## config.mk

```make
export PLATFORM = sky130hd
export DESIGN_NAME = nibble_serial_alu
export DESIGN_NICKNAME = d
export VERILOG_FILES = /design/src/rtl/nibble_serial_alu.sv
export SDC_FILE = /design/constraint.sdc
export NUM_CORES = 1
export LEC_CHECK = 0
export BUFFER_PORTS_ARGS = -buffer_cell sky130_fd_sc_hd__buf_2
export CAP_MARGIN = 40
export CORE_AREA = 2 2 83 85
export DETAILED_ROUTE_END_ITERATION = 6
export DIE_AREA = 0 0 85 87
export PLACE_DENSITY = 0.66
export SLEW_MARGIN = 0
export SYNTH_ARGS = -nofsm -noshare
export SYNTH_HDL_FRONTEND = slang
export SYNTH_SLANG_ARGS = --single-unit
```

## constraint.sdc

```tcl
create_clock -name clk -period 8 [get_ports clk]
set_clock_uncertainty 0.2 [all_clocks]
set_input_delay 0.4 -clock clk [delete_from_list [all_inputs] [get_ports clk]]
set_output_delay 0.4 -clock clk [all_outputs]
set_load 0.03 [all_outputs]
```

## src/rtl/nibble_serial_alu.sv

```systemverilog
// nibble_serial_alu: multi-cycle WIDTH-bit add/subtract unit. One nibble of each operand goes
// through a 4-bit ripple adder per cycle, least-significant nibble first. Each nibble's carry is
// registered and becomes the next nibble's carry-in.
//
// Ports:
//   clk, rst_n        clock (rising edge), asynchronous active-low reset
//   i_in_valid        operand set valid
//   o_in_ready        unit idle and able to accept operands
//   i_a, i_b          operands
//   i_cin             carry-in for add (ignored for subtract)
//   i_sub             0: a+b+cin, 1: a-b
//   o_out_valid       result valid
//   i_out_ready       consumer accepts the result
//   o_res             result
//   o_cout            carry out of the MSB; for subtract, 1 means no borrow
//   o_ovf             signed two's-complement overflow
//   o_zero            result is zero
//   o_busy            unit is not idle
module nibble_serial_alu #(
  parameter int unsigned WIDTH = 16,
  localparam int unsigned NNIB = WIDTH / 4
) (
  input  logic             clk,
  input  logic             rst_n,
  input  logic             i_in_valid,
  output logic             o_in_ready,
  input  logic [WIDTH-1:0] i_a,
  input  logic [WIDTH-1:0] i_b,
  input  logic             i_cin,
  input  logic             i_sub,
  output logic             o_out_valid,
  input  logic             i_out_ready,
  output logic [WIDTH-1:0] o_res,
  output logic             o_cout,
  output logic             o_ovf,
  output logic             o_zero,
  output logic             o_busy
);

  localparam int unsigned STEP_W = (NNIB > 1) ? $clog2(NNIB) : 1;
  localparam logic [STEP_W-1:0] LAST_STEP = STEP_W'(NNIB - 1);

  if ((WIDTH % 4) != 0 || WIDTH < 8) begin : g_width_check
    $error("nibble_serial_alu: WIDTH must be a multiple of 4 and at least 8");
  end

  typedef enum logic [1:0] {StIdle, StRun, StDone} state_e;

  state_e             r_state, w_state_next;
  logic [WIDTH-1:0]   r_op_a, r_op_b, r_res;
  logic [STEP_W-1:0]  r_step;
  logic               r_carry, r_cout, r_ovf, r_zero;

  logic [3:0]         w_nib_a, w_nib_b;
  logic [4:0]         w_sum;
  logic [WIDTH-1:0]   w_res_next;
  logic               w_last;

  // 4-bit ripple adder stage plus the result word as it will look after this edge.
  always_comb begin
    w_nib_a    = r_op_a[4*r_step +: 4];
    w_nib_b    = r_op_b[4*r_step +: 4];
    w_sum      = {1'b0, w_nib_a} + {1'b0, w_nib_b} + {4'b0, r_carry};
    w_res_next = r_res;
    w_res_next[4*r_step +: 4] = w_sum[3:0];
    w_last     = (r_step == LAST_STEP);
  end

  always_ff @(posedge clk or negedge rst_n) begin
    if (!rst_n) begin
      r_state <= StIdle;
    end else begin
      r_state <= w_state_next;
    end
  end

  always_comb begin
    w_state_next = r_state;
    unique case (r_state)
      StIdle:  if (i_in_valid)  w_state_next = StRun;
      StRun:   if (w_last)      w_state_next = StDone;
      StDone:  if (i_out_ready) w_state_next = StIdle;
      default:                  w_state_next = StIdle;
    endcase
  end

  always_ff @(posedge clk or negedge rst_n) begin
    if (!rst_n) begin
      r_op_a  <= '0;
      r_op_b  <= '0;
      r_res   <= '0;
      r_step  <= '0;
      r_carry <= 1'b0;
      r_cout  <= 1'b0;
      r_ovf   <= 1'b0;
      r_zero  <= 1'b0;
    end else begin
      unique case (r_state)
        StIdle: begin
          if (i_in_valid) begin
            // Subtract as a + ~b + 1.
            r_op_a  <= i_a;
            r_op_b  <= i_sub ? ~i_b : i_b;
            r_carry <= i_sub ? 1'b1 : i_cin;
            r_step  <= '0;
          end
        end
        StRun: begin
          r_res   <= w_res_next;
          r_carry <= w_sum[4];
          r_step  <= r_step + STEP_W'(1);
          if (w_last) begin
            r_cout <= w_sum[4];
            r_ovf  <= (r_op_a[WIDTH-1] == r_op_b[WIDTH-1]) &&
                      (w_res_next[WIDTH-1] != r_op_a[WIDTH-1]);
            r_zero <= (w_res_next == '0);
          end
        end
        default: ;
      endcase
    end
  end

  assign o_in_ready  = (r_state == StIdle);
  assign o_busy      = (r_state != StIdle);
  assign o_out_valid = (r_state == StDone);
  assign o_res       = r_res;
  assign o_cout      = r_cout;
  assign o_ovf       = r_ovf;
  assign o_zero      = r_zero;

endmodule

```

Yosys cells after proc, flatten, opt, wreduce, memory -nomap -nowiden

Index checks and enable logic that the tools add are counted.

Register bits after elaboration: 56
Output and inout bits: 22
Logic and storage cells: 46
Input port bits: 38

Reduce and logical (&&, ||, !) cells: 9
$add $sub $neg: 4
Bitwise logic cells: 1
Shift operators: 4
Mux-type cells: 11
Eq/ne operators: 8

Operators with widths:

| cell                                                  | count |
|---|---|
| negator 4 -> 34 bit                                   | 1 |
| variable shift 4 x 34 -> 16 bit, first input constant | 1 |
| indexed part select 4 x 34 -> 16 bit                  | 1 |
| indexed part select 16 x 5 -> 4 bit                   | 2 |
| bitwise mux 16 bit                                    | 1 |
| logical NOT 16 bit                                    | 1 |
| 2-to-1 mux 16 bit                                     | 1 |
| inverter 16 bit                                       | 1 |
| 2-to-1 mux 2 bit                                      | 4 |
| case mux 2 bit (3 select lines)                       | 1 |
| AND reduction 2 bit                                   | 3 |
| adder 4 x 4 -> 5 bit                                  | 1 |
| adder 5 x 1 -> 5 bit                                  | 1 |
| equality test 2 bit, second input constant            | 2 |
| inequality test 2 bit, second input constant          | 2 |
| case mux 2 bit (2 select lines)                       | 1 |
| nonzero test 2 bit                                    | 2 |
| AND reduction 3 bit                                   | 1 |
| adder 2 x 1 -> 2 bit, second input constant           | 1 |
| equality test 2 x 1 -> 1 bit, second input constant   | 1 |
| logical NOT 2 bit                                     | 1 |
| 2-to-1 mux 1 bit                                      | 2 |
| inequality test 2 x 1 -> 1 bit, second input constant | 1 |
| case mux 1 bit (2 select lines)                       | 1 |
| other kinds (3)                                       | 3 |

Depth between registers and ports, before layout

Gate-level depths: netlist (run 1).

Depth after elaboration: 7
Depth in mapped cells: 10
Depth with buffers taken out: 8

Least setup slack after synthesis (run 1)

OpenSTA, ideal clock, no wires.

Kind: flip-flop to flip-flop
Start point: register r_step[0]
End point: register r_ovf, in the netlist o_ovf
Slack: 4912 ps
Data arrival time: 2810 ps
Setup time: 77 ps
Required time: 7723 ps
Stages on the path, launching flop included: 10
Clock period less this slack: 3088 ps
Path buffers: 2
Path through: dfrtp_1 -> buf_2 -> buf_2 -> mux4_2 -> fa_1 -> and3_1 -> or3_1 -> a32oi_1 -> a31oi_1 -> a21oi_1

Cells in the longest elaborated chain, start to end: 7
Elaborated cells between the ends (all ways): 12

RTL lines:

| what                                                          | line   | source |
|---|---|---|
| start: declaration                                            | 51     | `logic [STEP_W-1:0] r_step;` |
| start signal: assignment                                      | 111    | `r_step <= r_step + STEP_W'(1);` |
| indexed part select 16 x 5 -> 4 bit, on equally long branches | 61, 62 |  |
| adder 4 x 4 -> 5 bit                                          | 63     | `w_sum = {1'b0, w_nib_a} + {1'b0, w_nib_b} + {4'b0, r_carry};` |
| adder 5 x 1 -> 5 bit                                          | 63     |  |
| indexed part select 4 x 34 -> 16 bit                          | 65     | `w_res_next[4*r_step +: 4] = w_sum[3:0];` |
| bitwise mux 16 bit                                            | 65     |  |
| inequality test 1 bit                                         | 115    | `(w_res_next[WIDTH-1] != r_op_a[WIDTH-1]);` |
| logical AND 1 bit                                             | 114    | `r_ovf <= (r_op_a[WIDTH-1] == r_op_b[WIDTH-1]) &&` |
| end signal: assignment                                        | 114    |  |
| end: declaration                                              | 52     | `logic r_carry, r_cout, r_ovf, r_zero;` |

Parallel ways exist; a longest one is shown, timed or not.
A chain may end at the register's enable or synchronous reset.

Final worst setup path (run 1)

Ends and elaborated chain as after synthesis.

==> summary.md, run 1 <==
| Metric | Value |
|---|---|
| Achievable Freq | 294 MHz |
| Cell count after placement | 414 |
| # resized after CTS | 0 |
| Via density | 5.08 |
| DIE AREA | 0.00740 mm2 |
| Register share of total power | 34.8% |
| Clock Latency Late Sink | 310 ps |
| CP Launch Point | r_step[0] |
| Ys async rst share | 100% |
| Setup bufs post-CTS | 0 |
| Max_slew headroom | 43.4% |
| Run status | completed |
| Post-synth cell types | 38 |
| Starting Density | 43.3% |
| Cell row count | 30 |
| Tot Pwr | 1.45 mW |
| Slew @ Worst Pin | 849 ps |
| CTS tree | done |
| DR DRC count | 0 |
| Worst R2R Setup Slack | 4600 ps |
| Boundary Pins | 60 |
| Synthesized area | 0.00284 mm2 |
| Initial antenna violation count | 0 |
| RSZ-0062 raised after global routing | no |
| H-tree levels | 2 |
| Most frequent cells in the layout | nand2_1 (84), buf_2 (59), dfrtp_1 (56), o21ai_0 (29), xnor2_1 (16) |
| Die span in y | 87 um |
| Layout area overhead | 16.4% |
| Top cell type's share of synthesized area | 49.3% |
| Clock Tree Root | clkbuf_8 |
| Number of global-route vias before repair | 2,131 |
| VDD IR-drop max | 0.180 mV |
| Avg Cell Area, Syn | 9.94 um2 |
| Setup TNS | 0 ps |
| Yosys warning count | 0 |
| Share of layout cells above drive strength 1 | 23.7% |
| Crit share post-route | 42.5% |
| Power Density | 438 mW/mm2 |
| CTS Hold Bufs | 0 |
| WL final | 5810 um |
| GPL Wtd Cong | 0.839 |
| Synth area leaders | dfrtp_1 (49%), nand2_1 (11%), mux4_2 (6.3%) |
| Internal | 0.794 mW |
| Total GRT Usage | 17.1% |
| Non-Filler Instances | 422 |
| Comb pwr share | 52.0% |
| Critical path required time | 8040 ps |
| WS Path Type | flip-flop to flip-flop |
| Critical Path Sink | o_ovf |
| CTS buffer count | 5 |
| Post-synth EDFFs | 0 |
| Num Clock Sinks | 56 |
| FF-to-FF End | o_ovf |
| Min cycle time layout | 3400 ps |
| Iteration count of the initial detailed-routing pass | 4 |
| Most common cell after layout, fill and taps aside | nand2_1 |
| Max-cap violation count | 0 |
| #FFs+latches synth | 56 |
| First-pass GRT wire length | 10,100 um |
| Via count | 2,145 |
| Leak Pwr | 1.65 nW |
| Setup-failing EPs final | 0 |
| Port Buffers | 59 |
| Number of diodes | 0 |
| Initial DRC count | 113 |
| Worst R2R Start | r_step[0] |
| Nets | 390 |
| Net Switching | 0.655 mW |
| Post-Syn Nets | 335 |
| Crit Path Max Fanout | 20 |
| Core Region | 0.00657 mm2 |
| Nature of the critical path endpoint | flip-flop |
| Final hold slack | 13.1 ps |
| Ys flop type | dfrtp_1 |
| WL/cell | 13.8 um |
| Fillers | 611 |
| Register area share after synthesis | 49.3% |
| Final Hold Viols | 0 |
| ANT nets after route | 0 |
| Die X | 85 um |
| Switching Fraction | 45.2% |
| Startpoint type of the worst setup path | flip-flop |
| Mapped Cells | 286 |
| R2R depth | 7 |
| Largest net degree at the start of global routing | 57 |
| HPWL after DPL | 4280 um |
| Fin. max-slew vios | 0 |
| Clock Pin Slew Worst Setup and Hold Paths | 110 ps |
| Synth area leader | dfrtp_1 |
| Clk buf depth | 2 |
| Arr. time, crit path | 3450 ps |
| Portion of total power attributed to the clock network | 13.2% |
| Gr ovfl total | 0 |
| Class of the worst hold path | primary input to async pin |
worst min-delay path by stage:
stage | endpoint | slack (ps) | cells past startpoint
final | r_op_a[4] | 10 | 2
after global routing | r_op_a[9] | 70 | 3
after CTS | r_op_a[1] | 40 | 2
after detailed placement | r_op_a[11] | 270 | 2
after global placement | r_op_b[2] | 260 | 2
after floorplan | o_cout | -100 | 0
registers in the layout, summed over array words and instances, names as in the netlist:
signal / flops
o_ovf: 1
r_op_b: 16
o_cout: 1
r_state: 2
r_op_a: 16
r_step: 2
o_zero: 1
o_res: 16
r_carry: 1
cells by family after synthesis:
family	after synthesis	synth area share [%]
adders and majority gates	11	5.37
and+or+nand+nor	115	18.1
muxes	9	6.74
AOI/OAI and AO/OA	54	11.7
DFF	56	49.3
xor gates and xnor gates	17	5.24
buffers and inverters	24	3.57
per-stage QoR:
step | setup WS (ps) | area [um2] | utilization, %
2_1_floorplan | 4910 | 2840 | -
3_3_place_gp | 4710 | 3190 | 48.6
3_5_place_dp | 4620 | 3190 | 48.6
4_1_cts | 4580 | 3310 | 50.3
5_1_grt | 4290 | 3310 | 50.3
6_report | 4600 | 3310 | 50.3
power groups by stage:
stage	clock, mW	combinational [mW]	sequential [mW]
after global routing	0.204	0.851	0.525
final	0.191	0.754	0.504
after detailed placement	0	0.754	0.512
after CTS	0.194	0.759	0.507
after global placement	0	0.739	0.509
after floorplan	0	0.540	0.519
Yosys cell counts (all sizes together) (4+ instances only):
library cell,instances
nand2,85
dfrtp,56
o21ai,29
xnor2,16
inv,11
ha,9
clkbuf,8
mux4,8
a22o,7
nor2,7
buf,5
o31ai,5
a21oi,4
and2,4
layer usage:
metal	track usage, %	part of all wire [%]	vias to the layer above
met3	3.32	4.5	4
met4	3.90	0.62	0
li1	-	-	1079
met5	0	0	-
met1	24.1	49	1013
met2	27.8	46	49
cell type report:
class                      count  area [um2]  area share [%]
clock buffer                   5        68.8            2.08
clock inverter                 3        46.3            1.40
inverter                      11        41.3            1.25
multi-input combinational    206        1340            40.5
sequential                    56        1400            42.4
tap                           80         100            3.03
timing repair buffer          61         310            9.38
critical path, stage by stage (launching register included):
cell and delay (ps):
dfrtp_1 910, mux4_2 630, fa_1 440, and3_1 210, or3_1 360, a32oi_1 320, a31oi_1 130, a21oi_1 140
(Power assumes the default switching activity.)
==> run 2: changes to the inputs <==
clock period = 3.5 ns   (was 8 ns; I/O delays follow)
==> run 2 against run 1 <==
- worst setup slack lost 4200 ps
- worst hold slack lost 12 ps
- flip-flop and latch count is the same
- global-route usage grew 0.22 points
- via count grew 5.3%
- final area grew 9.9%
- sequential power grew 120%
==> summary.md, run 2 (synthesis results as in run 1) <==
| Metric | Value |
|---|---|
| Run status | completed |
| Total GRT Usage | 17.4% (+0.22 points) |
| CTS Hold Bufs | 33 (+33) |
| Die X | 85 um (unchanged) |
| Share of layout cells above drive strength 1 | 22.0% (-1.7 points) |
| Clk buf depth | 2 (unchanged) |
| Core Region | 0.00657 mm2 (unchanged) |
| Die span in y | 87 um (unchanged) |
| Worst-path cell chain | buf_4 > mux4_2 > ha_1 > and3_1 > or3_1 > a32oi_1 > a31oi_1 > a21oi_1 |
| Crit share post-route | 89.4% (+47 points) |
| Crit Path Max Fanout | 14 (-30%) |
| Clock Pin Slew Worst Setup and Hold Paths | 100 ps (about the same) |
| Max-cap violation count | 0 (unchanged) |
| Slew @ Worst Pin | 797 ps (-52.1 ps) |
| Achievable Freq | 320 MHz (+8.8%) |
| Largest net degree at the start of global routing | 52 (-8.8%) |
| Cell row count | 30 (unchanged) |
| First-pass GRT wire length | 10,200 um (+1.0%) |
| Starting Density | 43.3% (unchanged) |
| VDD IR-drop max | 0.509 mV (+180%) |
| Class of the worst hold path | primary input to flip-flop |
| DIE AREA | 0.00740 mm2 (unchanged) |
| H-tree levels | 2 (unchanged) |
| Clock Tree Root | clkbuf_8 |
| RSZ-0062 raised after global routing | no |
| Fillers | 579 (-5.2%) |
| GPL Wtd Cong | 0.842 (+0.37%) |
| Fin. max-slew vios | 0 (unchanged) |
| Placed cell areas | 0.00321 mm2 (+0.47%) |
| CP peak stage delay | 580 ps (-330 ps) |
| Nature of the critical path endpoint | flip-flop |
| Arr. time, crit path | 3170 ps (-280 ps) |
| Power Density | 915 mW/mm2 (+110%) |
| Number of global-route vias before repair | 2,215 (+3.9%) |
| DR DRC count | 0 (unchanged) |
| HPWL after DPL | 4490 um (+4.9%) |
| Final Hold Viols | 0 (unchanged) |
| CTS tree | done |
| Startpoint type of the worst setup path | flip-flop |
| Layout area overhead | 27.9% |
| Port Buffers | 59 (unchanged) |
| Critical path required time | 3540 ps (-4500 ps) |
| Clock Latency Late Sink | 310 ps (about the same) |
| Most frequent cells in the layout | nand2_1 (84), buf_2 (59), dfrtp_1 (56), dlygate4sd3_1 (33), o21ai_0 (29) |
| Bufs and invs on worst path | 1 (+1) |
| Most common cell after layout, fill and taps aside | nand2_1 |
| Register Area | 0.00140 mm2 (unchanged) |
| # resized after CTS | 0 (unchanged) |
| Num Clock Sinks | 56 (unchanged) |
| Max_slew headroom | 46.9% (+3.5 points) |
| Area of the multi-input gates | 0.00134 mm2 (unchanged) |
| Initial DRC count | 108 (-4.4%) |
| Cell area after layout | 0.00363 mm2 (+9.9%) |
| Number of diodes | 0 (unchanged) |
| WS Path Type | flip-flop to flip-flop |
| Gr ovfl total | 0 (unchanged) |
| Boundary Pins | 60 (unchanged) |
| Leak Pwr | 1.79 nW (+8.4%) |
| Nets | 425 (+9.0%) |
| Iteration count of the initial detailed-routing pass | 4 (unchanged) |
| ANT nets after route | 0 (unchanged) |
| WL final | 6090 um (+4.8%) |
| Via count | 2,258 (+5.3%) |
| Setup bufs post-CTS | 0 (unchanged) |
| Via density | 4.94 (-2.8%) |
| WL/cell | 13.3 um (-3.2%) |
| Setup TNS | 0 ps (unchanged) |
| Crit path max-delay family | compound AO/OA/AOI/OAI gates |
| Initial antenna violation count | 0 (unchanged) |
| Min cycle time layout | 3130 ps (-275 ps) |
| Slowest CP cell | dfrtp_1 |
| CTS buffer count | 5 (unchanged) |
| Setup-failing EPs final | 0 (unchanged) |
[run 2: power breakdown]
group	total [mW]	internal (mW)	leakage [nW]	switching (mW)
combinational	1.83	0.753	1.03	1.07
sequential	1.13	0.918	0.716	0.217
clock	0.363	0.147	0.0463	0.216
[run 2: through the flow]
step | power (mW) | std cells | utilization (%) | hold WS, ps | setup WS (ps)
global placement | 2.93 | 416 | 48.8 | 110 | 483
detailed placement | 2.96 | 416 | 48.8 | 105 | 366
finish | 3.32 | 457 | 55.3 | 1.04 | 372
CTS | 3.36 | 457 | 55.3 | 0.234 | 355
global route | 3.63 | 457 | 55.3 | 36.7 | 168
floorplan | 2.42 | 286 | - | -321 | 412
[run 2: worst paths after layout]
| kind | from | end | slack, ps | cells past startpoint |
|---|---|---|---|---|
| max reg2reg | r_step[0] | o_ovf | 370 | 8 |
| min in group asynchronous | rst_n | r_op_a[15] | 280 | 2 |
| max | r_step[0] | o_ovf | 370 | 8 |
| min | i_b[5] | r_op_b[5] | 1 | 3 |
| min reg2reg | o_cout | o_cout | 280 | 2 |
| max in group asynchronous | rst_n | o_res[13] | 2040 | 3 |
[run 2: worst reg2reg max path, delay by kind of cell, from the launching register on]
kind / cells / cell delay, ps
AO/OA/AOI/OAI: 3 / 620
flip-flops: 1 / 580
multiplexers: 1 / 540
AND/OR/NAND/NOR: 2 / 530
adder cells (fa/ha/maj): 1 / 310
buffers and inverters: 1 / 280
[run 2: final cells by class]
class,instances,share of cell area (%)
clock inverters,3,0.758
clock buffers,5,1.89
inverters,11,1.14
repair buffers,96,18.0
flip-flops and latches,56,38.6
multi-input cells,206,36.8
well taps,80,2.75
[run 2: layer usage]
metal	part of all wire, %	global-route usage [%]	vias to the layer above
met5	0	0	-
met4	1.0	4.33	0
met3	4.2	3.60	6
met2	47	28.7	56
met1	47	23.6	1050
li1	-	-	1146
==> run 3: changes to the inputs <==
CORE_AREA = 4 4 103 105   (was 2 2 83 85)
DIE_AREA = 0 0 107 109   (was 0 0 85 87)
PLACE_DENSITY = not set   (was 0.66)
REMOVE_ABC_BUFFERS = 1   (was not set)
==> run 3 against run 2 <==
- power increased by 0.54%
- flip-flop and latch count unchanged
- register-to-register slack improved by 80 ps
- first-iteration DRC count decreased by 20%
- combinational power decreased by 3%
- die area increased by 58%
- critical endpoint unchanged
- largest power group unchanged
==> summary.md, run 3 (synthesis results as in run 1) <==
| Metric | Value |
|---|---|
| ANT nets after route | 0 (unchanged) |
| Most common cell after layout, fill and taps aside | nand2_1 |
| Cell row count | 36 (+20%) |
| Layout area overhead | 31.0% |
| Via count | 2,297 (+1.7%) |
| Port Buffers | 59 (unchanged) |
| Achievable Freq | 328 MHz (+2.6%) |
| Nature of the critical path endpoint | flip-flop |
| RSZ-0062 raised after global routing | no |
| Clk buf depth | 2 (unchanged) |
| Setup bufs post-CTS | 0 (unchanged) |
| Worst-path cell chain | buf_4 > mux4_2 > ha_1 > and3_1 > or3_1 > a32oi_1 > a31oi_1 > a21oi_1 |
| Arr. time, crit path | 3090 ps (-80 ps) |
| Most frequent cells in the layout | nand2_1 (84), buf_2 (59), dfrtp_1 (56), dlygate4sd3_1 (34), o21ai_0 (29) |
| Number of diodes | 0 (unchanged) |
| GPL Wtd Cong | 0.801 (-4.9%) |
| Min cycle time layout | 3050 ps (-80.2 ps) |
| Worst Hold Path EP | r_carry |
| CP peak stage delay | 540 ps (-40 ps) |
| Number of global-route vias before repair | 2,286 (+3.2%) |
| DR DRC count | 0 (unchanged) |
| Crit share post-route | 87.1% (-2.3 points) |
| Critical path required time | 3540 ps (about the same) |
| Bufs and invs on worst path | 1 (unchanged) |
| WL/cell | 13.0 um (-2.4%) |
| Via density | 4.50 (-8.8%) |
| Clock Tree Root | clkbuf_8 |
| Setup TNS | 0 ps (unchanged) |
| Area of the multi-input gates | 0.00134 mm2 (unchanged) |
| Die X | 107 um (+26%) |
| Power Density | 898 mW/mm2 (-1.9%) |
| CTS buffer count | 5 (unchanged) |
| Clock Latency Late Sink | 320 ps (about the same) |
| Run status | completed |
| Worst R2R Setup Slack | 450 ps (+80 ps) |
| Initial DRC count | 86 (-20%) |
| Worst hold path depth | 4 (+1) |
| HPWL after DPL | 5010 um (+12%) |
| Initial antenna violation count | 0 (unchanged) |
| Largest net degree at the start of global routing | 46 (-12%) |
| Slowest CP cell | dfrtp_1 |
| First-pass GRT wire length | 11,300 um (+10%) |
| Tot Pwr | 3.34 mW (+0.54%) |
| Max-cap violation count | 0 (unchanged) |
| CTS tree | done |
| Die span in y | 109 um (+25%) |
| Worst R2R Start | r_step[0] |
| Fin. max-slew vios | 0 (unchanged) |
| Iteration count of the initial detailed-routing pass | 4 (unchanged) |
| Crit path max-delay family | compound AO/OA/AOI/OAI gates |
| Class of the worst hold path | primary input to flip-flop |
| Hold wc startpoint | i_cin |
| Register Area | 0.00140 mm2 (unchanged) |
| Slew @ Worst Pin | 746 ps (-51.0 ps) |
| Num Clock Sinks | 56 (unchanged) |
| Final Hold Viols | 0 (unchanged) |
| Starting Density | 29.5% (-14 points) |
| Gr ovfl total | 0 (unchanged) |
| Clock Pin Slew Worst Setup and Hold Paths | 110 ps (about the same) |
| Max_slew headroom | 50.3% (+3.4 points) |
| Startpoint type of the worst setup path | flip-flop |
| Setup-failing EPs final | 0 (unchanged) |
| Total GRT Usage | 12.1% (-5.3 points) |
| Boundary Pins | 60 (unchanged) |
| Fillers | 1,016 (+75%) |
| H-tree levels | 2 (unchanged) |
| WL final | 6640 um (+8.9%) |
| Crit Path Max Fanout | 15 (+1) |
| WS Path Type | flip-flop to flip-flop |
| R2R depth | 8 (unchanged) |
| DIE AREA | 0.0117 mm2 (+58%) |
| VDD IR-drop max | 0.320 mV (-37%) |
| FF-to-FF End | o_ovf |
| Share of layout cells above drive strength 1 | 21.8% (-0.27 points) |
| Core Region | 0.00964 mm2 (+47%) |
| Nets | 425 (unchanged) |
| Leak Pwr | 1.80 nW (+0.64%) |
## run 3: changes by cell type in the layout (fill, tap and decap cells not counted)
cell	delta
bufinv_16	+1
clkinv_4	+1
buf_4	-1
clkinvlp_4	-1
dlygate4sd3_1	+1
inv_8	-1
## run 3: cell type report
cell class / instances / area share, %
multi-input combinational: 206 / 36.0
sequential: 56 / 37.6
clock buffer: 5 / 1.85
timing repair buffer: 96 / 17.7
clock inverter: 3 / 1.28
tap: 133 / 4.47
inverter: 11 / 1.11
## run 3: per-layer routing
metal	vias up	part of all wire [%]	global-route usage [%]
li1	1151	-	-
met1	1103	45	15.2
met2	36	50	21.3
met3	7	4.0	2.55
met4	0	0.96	3.01
met5	-	0	0
## run 3: per-stage QoR
stage	util, %	instance area [um2]	std cells	hold slack (ps)	setup WS, ps
finish	38.6	3720	510	30.0	452
global route	38.6	3720	510	49.7	212
CTS	38.6	3720	510	15.8	433
detailed placement	33.9	3270	468	87.7	451
global placement	33.9	3270	468	83.8	517
floorplan	-	2780	273	-321	421
## run 3: worst max-delay path by stage
stage,from,endpoint,slack (ps),cells past startpoint
2_1_floorplan,r_step[0],o_ovf,420,7
3_3_place_gp,r_step[0],o_ovf,520,8
3_5_place_dp,r_step[0],o_ovf,450,8
4_1_cts,r_step[0],o_ovf,430,8
5_1_grt,r_step[0],o_ovf,210,8
6_report,r_step[0],o_ovf,450,8
## run 3: what timing repair did
action                    in CTS  in global routing
resized for setup              0                  0
hold endpoints to repair      66                  0
hold buffers                  34                  0
## run 3: worst register-to-register path, cell delays in order (launching register included)
cell and delay (ps):
dfrtp_1 540, buf_4 280, mux4_2 550, ha_1 280
and3_1 170, or3_1 360, a32oi_1 310, a31oi_1 130
a21oi_1 150
## run 3: where the power goes
part,switching [mW],internal (mW)
sequential,0.221,0.918
combinational,1.06,0.711
clock,0.217,0.216
